===== src/rtl/mips_pkg.sv =====
`default_nettype none
// ---- mips_pkg: shared opcodes, ALU control codes and multicycle state encoding (rev 1.0) ----
package mips_pkg;

    localparam logic [5:0] OP_RTYPE = 6'b000000;
    localparam logic [5:0] OP_J     = 6'b000010;
    localparam logic [5:0] OP_BEQ   = 6'b000100;
    localparam logic [5:0] OP_BNE   = 6'b000101;
    localparam logic [5:0] OP_ADDI  = 6'b001000;
    localparam logic [5:0] OP_ANDI  = 6'b001100;
    localparam logic [5:0] OP_ORI   = 6'b001101;
    localparam logic [5:0] OP_XORI  = 6'b001110;
    localparam logic [5:0] OP_LUI   = 6'b001111;
    localparam logic [5:0] OP_LW    = 6'b100011;
    localparam logic [5:0] OP_SW    = 6'b101011;

    localparam logic [3:0] ALU_ADD   = 4'b0000;
    localparam logic [3:0] ALU_SUB   = 4'b0001;
    localparam logic [3:0] ALU_FUNCT = 4'b0010;
    localparam logic [3:0] ALU_LUI   = 4'b0011;
    localparam logic [3:0] ALU_ORI   = 4'b0100;
    localparam logic [3:0] ALU_ANDI  = 4'b0101;
    localparam logic [3:0] ALU_XORI  = 4'b0111;

    typedef enum logic [3:0] {
        FETCH   = 4'd0,
        DECODE  = 4'd1,
        MEMADR  = 4'd2,
        MEMRD   = 4'd3,
        MEMWB   = 4'd4,
        MEMWR   = 4'd5,
        RTYPEEX = 4'd6,
        RTYPEWB = 4'd7,
        BEQEX   = 4'd8,
        BNEEX   = 4'd9,
        IEX     = 4'd10,
        IWB     = 4'd11,
        JEX     = 4'd12
    } state_t;

    function automatic logic is_legal_op(input logic [5:0] op);
        case (op)
            OP_RTYPE, OP_J, OP_BEQ, OP_BNE, OP_ADDI, OP_ANDI,
            OP_ORI, OP_XORI, OP_LUI, OP_LW, OP_SW: is_legal_op = 1'b1;
            default:                               is_legal_op = 1'b0;
        endcase
    endfunction

endpackage
`default_nettype wire


===== src/rtl/imm_aludec.sv =====
`default_nettype none
// ---- imm_aludec: I-type opcode to {aluop, zeroext} (rev 1.0) ----
module imm_aludec
    import mips_pkg::*;
(
    input  logic [5:0] op,
    output logic [3:0] aluop,
    output logic       zeroext
);

    always_comb begin
        aluop   = ALU_ADD;
        zeroext = 1'b0;
        case (op)
            OP_LUI:  aluop = ALU_LUI;
            OP_ORI:  begin aluop = ALU_ORI;  zeroext = 1'b1; end
            OP_ANDI: begin aluop = ALU_ANDI; zeroext = 1'b1; end
            OP_XORI: begin aluop = ALU_XORI; zeroext = 1'b1; end
            default: ;
        endcase
    end

endmodule
`default_nettype wire


===== src/rtl/mc_controller.sv =====
`default_nettype none
// ---- mc_controller: multicycle MIPS control FSM with memory wait handshake (rev 1.0) ----
module mc_controller
    import mips_pkg::*;
#(
    parameter bit MEM_HS = 1'b1
) (
    input  logic       clk,
    input  logic       reset,
    input  logic [5:0] op,
    input  logic       zero,
    input  logic       mem_ready,
    output logic       pcen,
    output logic       iord,
    output logic       irwrite,
    output logic       memwrite,
    output logic       regwrite,
    output logic       regdst,
    output logic       memtoreg,
    output logic       alusrca,
    output logic [1:0] alusrcb,
    output logic       zeroext,
    output logic [1:0] pcsrc,
    output logic [3:0] aluop,
    output logic       illegal,
    output logic [3:0] state
);

    state_t     cur;
    logic       mem_ok;
    logic       pcwrite, beq_br, bne_br;
    logic       ir_raw, mw_raw, rw_raw, ill_raw;
    logic [3:0] imm_aluop;
    logic       imm_zext;

    assign mem_ok = MEM_HS ? mem_ready : 1'b1;
    assign state  = cur;

    imm_aludec u_imm_aludec (
        .op      (op),
        .aluop   (imm_aluop),
        .zeroext (imm_zext)
    );

    always_ff @(posedge clk or negedge reset) begin
        if (!reset) begin
            cur <= FETCH;
        end else begin
            case (cur)
                FETCH:   if (mem_ok) cur <= DECODE;
                DECODE: begin
                    case (op)
                        OP_LW, OP_SW:                              cur <= MEMADR;
                        OP_RTYPE:                                  cur <= RTYPEEX;
                        OP_BEQ:                                    cur <= BEQEX;
                        OP_BNE:                                    cur <= BNEEX;
                        OP_ADDI, OP_ANDI, OP_ORI, OP_XORI, OP_LUI: cur <= IEX;
                        OP_J:                                      cur <= JEX;
                        default:                                   cur <= FETCH;
                    endcase
                end
                MEMADR:  cur <= (op == OP_SW) ? MEMWR : MEMRD;
                MEMRD:   if (mem_ok) cur <= MEMWB;
                MEMWR:   if (mem_ok) cur <= FETCH;
                RTYPEEX: cur <= RTYPEWB;
                IEX:     cur <= IWB;
                default: cur <= FETCH;
            endcase
        end
    end

    always_comb begin
        iord     = 1'b0;
        alusrca  = 1'b0;
        alusrcb  = 2'b00;
        aluop    = ALU_ADD;
        zeroext  = 1'b0;
        pcsrc    = 2'b00;
        regdst   = 1'b0;
        memtoreg = 1'b0;
        pcwrite  = 1'b0;
        beq_br   = 1'b0;
        bne_br   = 1'b0;
        ir_raw   = 1'b0;
        mw_raw   = 1'b0;
        rw_raw   = 1'b0;
        ill_raw  = 1'b0;
        case (cur)
            FETCH: begin
                alusrcb = 2'b01;
                ir_raw  = mem_ok;
                pcwrite = mem_ok;
            end
            DECODE: begin
                alusrcb = 2'b11;
                ill_raw = !is_legal_op(op);
            end
            MEMADR: begin
                alusrca = 1'b1;
                alusrcb = 2'b10;
            end
            MEMRD:  iord = 1'b1;
            MEMWB: begin
                memtoreg = 1'b1;
                rw_raw   = 1'b1;
            end
            MEMWR: begin
                iord   = 1'b1;
                mw_raw = 1'b1;
            end
            RTYPEEX: begin
                alusrca = 1'b1;
                aluop   = ALU_FUNCT;
            end
            RTYPEWB: begin
                regdst = 1'b1;
                rw_raw = 1'b1;
            end
            BEQEX, BNEEX: begin
                alusrca = 1'b1;
                aluop   = ALU_SUB;
                pcsrc   = 2'b01;
                beq_br  = (cur == BEQEX);
                bne_br  = (cur == BNEEX);
            end
            IEX: begin
                alusrca = 1'b1;
                alusrcb = 2'b10;
                aluop   = imm_aluop;
                zeroext = imm_zext;
            end
            // op is stable past FETCH, so re-decoding here holds the IEX values
            IWB: begin
                aluop   = imm_aluop;
                zeroext = imm_zext;
                rw_raw  = 1'b1;
            end
            JEX: begin
                pcsrc   = 2'b10;
                pcwrite = 1'b1;
            end
            default: ;
        endcase
    end

    assign pcen     = reset & (pcwrite | (beq_br & zero) | (bne_br & ~zero));
    assign irwrite  = reset & ir_raw;
    assign memwrite = reset & mw_raw;
    assign regwrite = reset & rw_raw;
    assign illegal  = reset & ill_raw;

endmodule
`default_nettype wire


===== config.mk =====
export PLATFORM = sky130hd
export DESIGN_NAME = mc_controller
export DESIGN_NICKNAME = d
export VERILOG_FILES = /design/src/rtl/mips_pkg.sv /design/src/rtl/imm_aludec.sv /design/src/rtl/mc_controller.sv
export SDC_FILE = /design/constraint.sdc
export NUM_CORES = 1
export LEC_CHECK = 0
export CORE_MARGIN = 2
export CORE_UTILIZATION = 35
export DETAILED_ROUTE_END_ITERATION = 10
export DONT_BUFFER_PORTS = 1
export MAX_ROUTING_LAYER = met4
export PLACE_DENSITY = 0.58
export SYNTH_ARGS = -nofsm -noshare
export SYNTH_HDL_FRONTEND = slang
export SYNTH_SLANG_ARGS = --single-unit

===== constraint.sdc =====
create_clock -name clk -period 1.7 [get_ports clk]
set_clock_uncertainty 0.1 [all_clocks]
set_input_delay 0.17 -clock clk [delete_from_list [all_inputs] [get_ports clk]]
set_output_delay 0.17 -clock clk [all_outputs]
set_load 0.1 [all_outputs]

==> impl_results.md <==
* CORE AREA at approximately 1800 um^2
* Final worst setup slack at -0.281 ns
* Mapped Area at 677 um^2
* Largest register FFs at 4
* Area growth syn-to-layout at 147%
* Leak at 0.641 nW
* Die area at 2300 um^2
* Boundary pin count at 32
* Clk pin slew, worst setup/hold paths at 0.03 ns
* Synthesized net count at 99
* Layout Cells excl Fill at approximately 160
* Row count at 15
* Internal Power at between 1 and 1.5 mW
* CP Buf/Inv Count at 1
* Register area share after synthesis at 0.148
* Starting Density at 0.384
* Outcome: complete, but fails checks
* Largest net degree at the start of global routing at 10
* Count of flip-flops with a built-in enable after synthesis at 0
* Unique masters post-synth at 44
* Total GRT Usage at 0.296
* Worst-path cell chain: or2_4 -> nor4_4 -> a41o_4 -> buf_12
* PD cells at a little over 2000 nW/um^2
* WL final at around 4200 um
* Final setup violation count at 20
* H-Tree Depth at 1
* Clock buffer depth at 2
* Ys Warns at 0
* Crit-path leading delay family: simple AND/OR/NAND/NOR gates
* Psw at a little under 2 mW
* First DRT Iteration DRCs at 66
* Slowest CP cell: dfrtp_4
* Failing checks: setup timing
* GPL Wtd Cong at 0.776
* Fmax at between 500 and 600 MHz
* Antenna fix cells at 0
* Initial antenna violation count at 0
* Die Height at 48.0 um
* Switch share at 0.573
* Max-Cap Viols at 0
* Worst EP required at 1.43 ns
* Drt via density at ~6.6
* FF+latch count, synth at 4
* Drt pass-1 iters at 4
* Worst hold start: op[1]
* Final slew viol count at 0
* Worst setup path start: state[3]
* RR Startpoint: state[3]
* Clock Sinks at 4
* Die W at ~48 um
* DR WL/cell at ~26 um
* CTS tree: yes
* IO buf count at 0
* Avg Inst Size Synth at between 7 and 8 um^2
* Commonest non-fill, non-tap cell in the layout: buf_4
* CTS root buffer: clkbuf_4
* Crit path launch type: flop
* WS Path Type: reg -> out
* Worst-skew pair later-pin latency at ~0.26 ns
* RSZ-0062 raised after global routing: yes
* Mapped Cells at approximately 90
* Tcrit/Tclk final at 1.17
* Peak VDD IR at 1.58 mV
* Total congestion overflow at 0
* Crit Path Max Fanout at 4
* Clock network power share at 0.039
* Crit-path max cell delay at 0.49 ns
* Commonest cells after routing, fill and taps aside: buf_4, buf_12, buf_6
* Comb pwr share at 0.897
* Top FF cell, synth: dfrtp_1
* Final Power at 3.39 mW
* Minimum clock period at slightly below 2 ns
* CP arrival at 1.71 ns
* Sequential share of power at 0.064
* Final hold vios at 0
* Global-route wire length before repair at ~4400 um
* Setup crit end kind: output port
* Layout cells sized above 1 at 0.741
* Cts bufs inserted at 3
* Share of flip-flops with an asynchronous set or reset at 1.00
* Vias in the first global route at between 800 and 900
* Via count at ~1.1k
* Post-Place Cells at 140
* Worst min-delay path class: in -> reg
* # nets final at around 150
* Hpwl dp at approximately 1800 um
* Antenna viol nets, final at 0
* # DRC at 0
## path summary, 6_finish.rpt
| check | endpoint | slack, ns | cells past startpoint |
|---|---|---|---|
| worst max-delay path | pcen | -0.28 | 4 |
| worst min-delay path | state[3] | 0.06 | 2 |
| worst max register to register | state[2] | -0.06 | 5 |
| worst min register to register | state[0] | 0.70 | 2 |
| max in group asynchronous | state[3] | 1.22 | 1 |
| min in group asynchronous | state[0] | 0.08 | 1 |
## cell families after synthesis
group	share of synthesized area
XOR/XNOR	0.0388
other	0.00554
buffers and inverters	0.0813
flip-flops	0.148
AO/OA/AOI/OAI	0.268
AND/OR/NAND/NOR	0.458
## cell type report
class	count	area [um^2]
clock buffer	3	22.5
fill	46	90.1
inverter	2	7.51
multi-input combinational	75	805
sequential	4	115
tap	25	31.3
timing repair buffer	55	693
## per-layer routing
metal / track usage / wire (um) / part of all wire / up-vias
met1: 0.372 / 1490 / 0.35 / 509
met4: 0.0865 / 281 / 0.067 / 0
met3: 0.0717 / 364 / 0.086 / 42
met5: - / 0 / 0 / -
met2: 0.469 / 2080 / 0.49 / 96
li1: - / - / - / 433
## Yosys cell counts (2+ instances only)
library cell | number | area share
and3_1 | 2 | 0.018
and4b_1 | 3 | 0.044
dfrtp_1 | 4 | 0.15
nor3b_1 | 3 | 0.033
nand2b_1 | 6 | 0.055
a21oi_1 | 8 | 0.059
nor2_1 | 9 | 0.050
o21a_1 | 2 | 0.022
buf_2 | 5 | 0.037
xnor2_1 | 2 | 0.026
nand2_1 | 6 | 0.033
nor3_1 | 2 | 0.015
a211oi_1 | 2 | 0.022
nor4_1 | 2 | 0.018
or3b_2 | 2 | 0.026
inv_1 | 2 | 0.011
o21ai_0 | 2 | 0.015
## timing repair
item / CTS / global route
pin swaps: 7 / 13
setup endpoints to repair: 15 / 19
hold endpoints to repair: 4 / 0
resized for setup: 15 / 22
buffers inserted: 12 / 9
hold buffers: 1 / 0
## power groups by stage
| stage | clock network, mW | registers, mW | logic (mW) |
|---|---|---|---|
| floorplan | 0 | 0.431 | 1.53 |
| global placement | 0 | 0.238 | 2.30 |
| detailed placement | 0 | 0.249 | 2.32 |
| CTS | 0.128 | 0.210 | 2.59 |
| global route | 0.136 | 0.223 | 3.09 |
| finish | 0.132 | 0.217 | 3.04 |
## through the flow
step	setup TNS (ns)	area [um^2]	util	setup slack [ns]	hold WS, ns
6_report	-2.54	1670	0.949	-0.281	0.0638
3_5_place_dp	0	1330	0.753	0.00689	-0.225
3_3_place_gp	0	1330	0.753	0.0702	-0.225
4_1_cts	-1.22	1500	0.851	-0.202	0.0475
5_1_grt	-3.00	1670	0.949	-0.312	0.0709
2_1_floorplan	-5.46	942	-	-0.967	-0.226
## worst register-to-register path, stage by stage (launching register included)
cell      delay [ns]
dfrtp_4         0.49
or2_4           0.29
buf_4           0.16
buf_4           0.14
or4_4           0.41
o211ai_2        0.09
(Power assumes the default switching activity.)
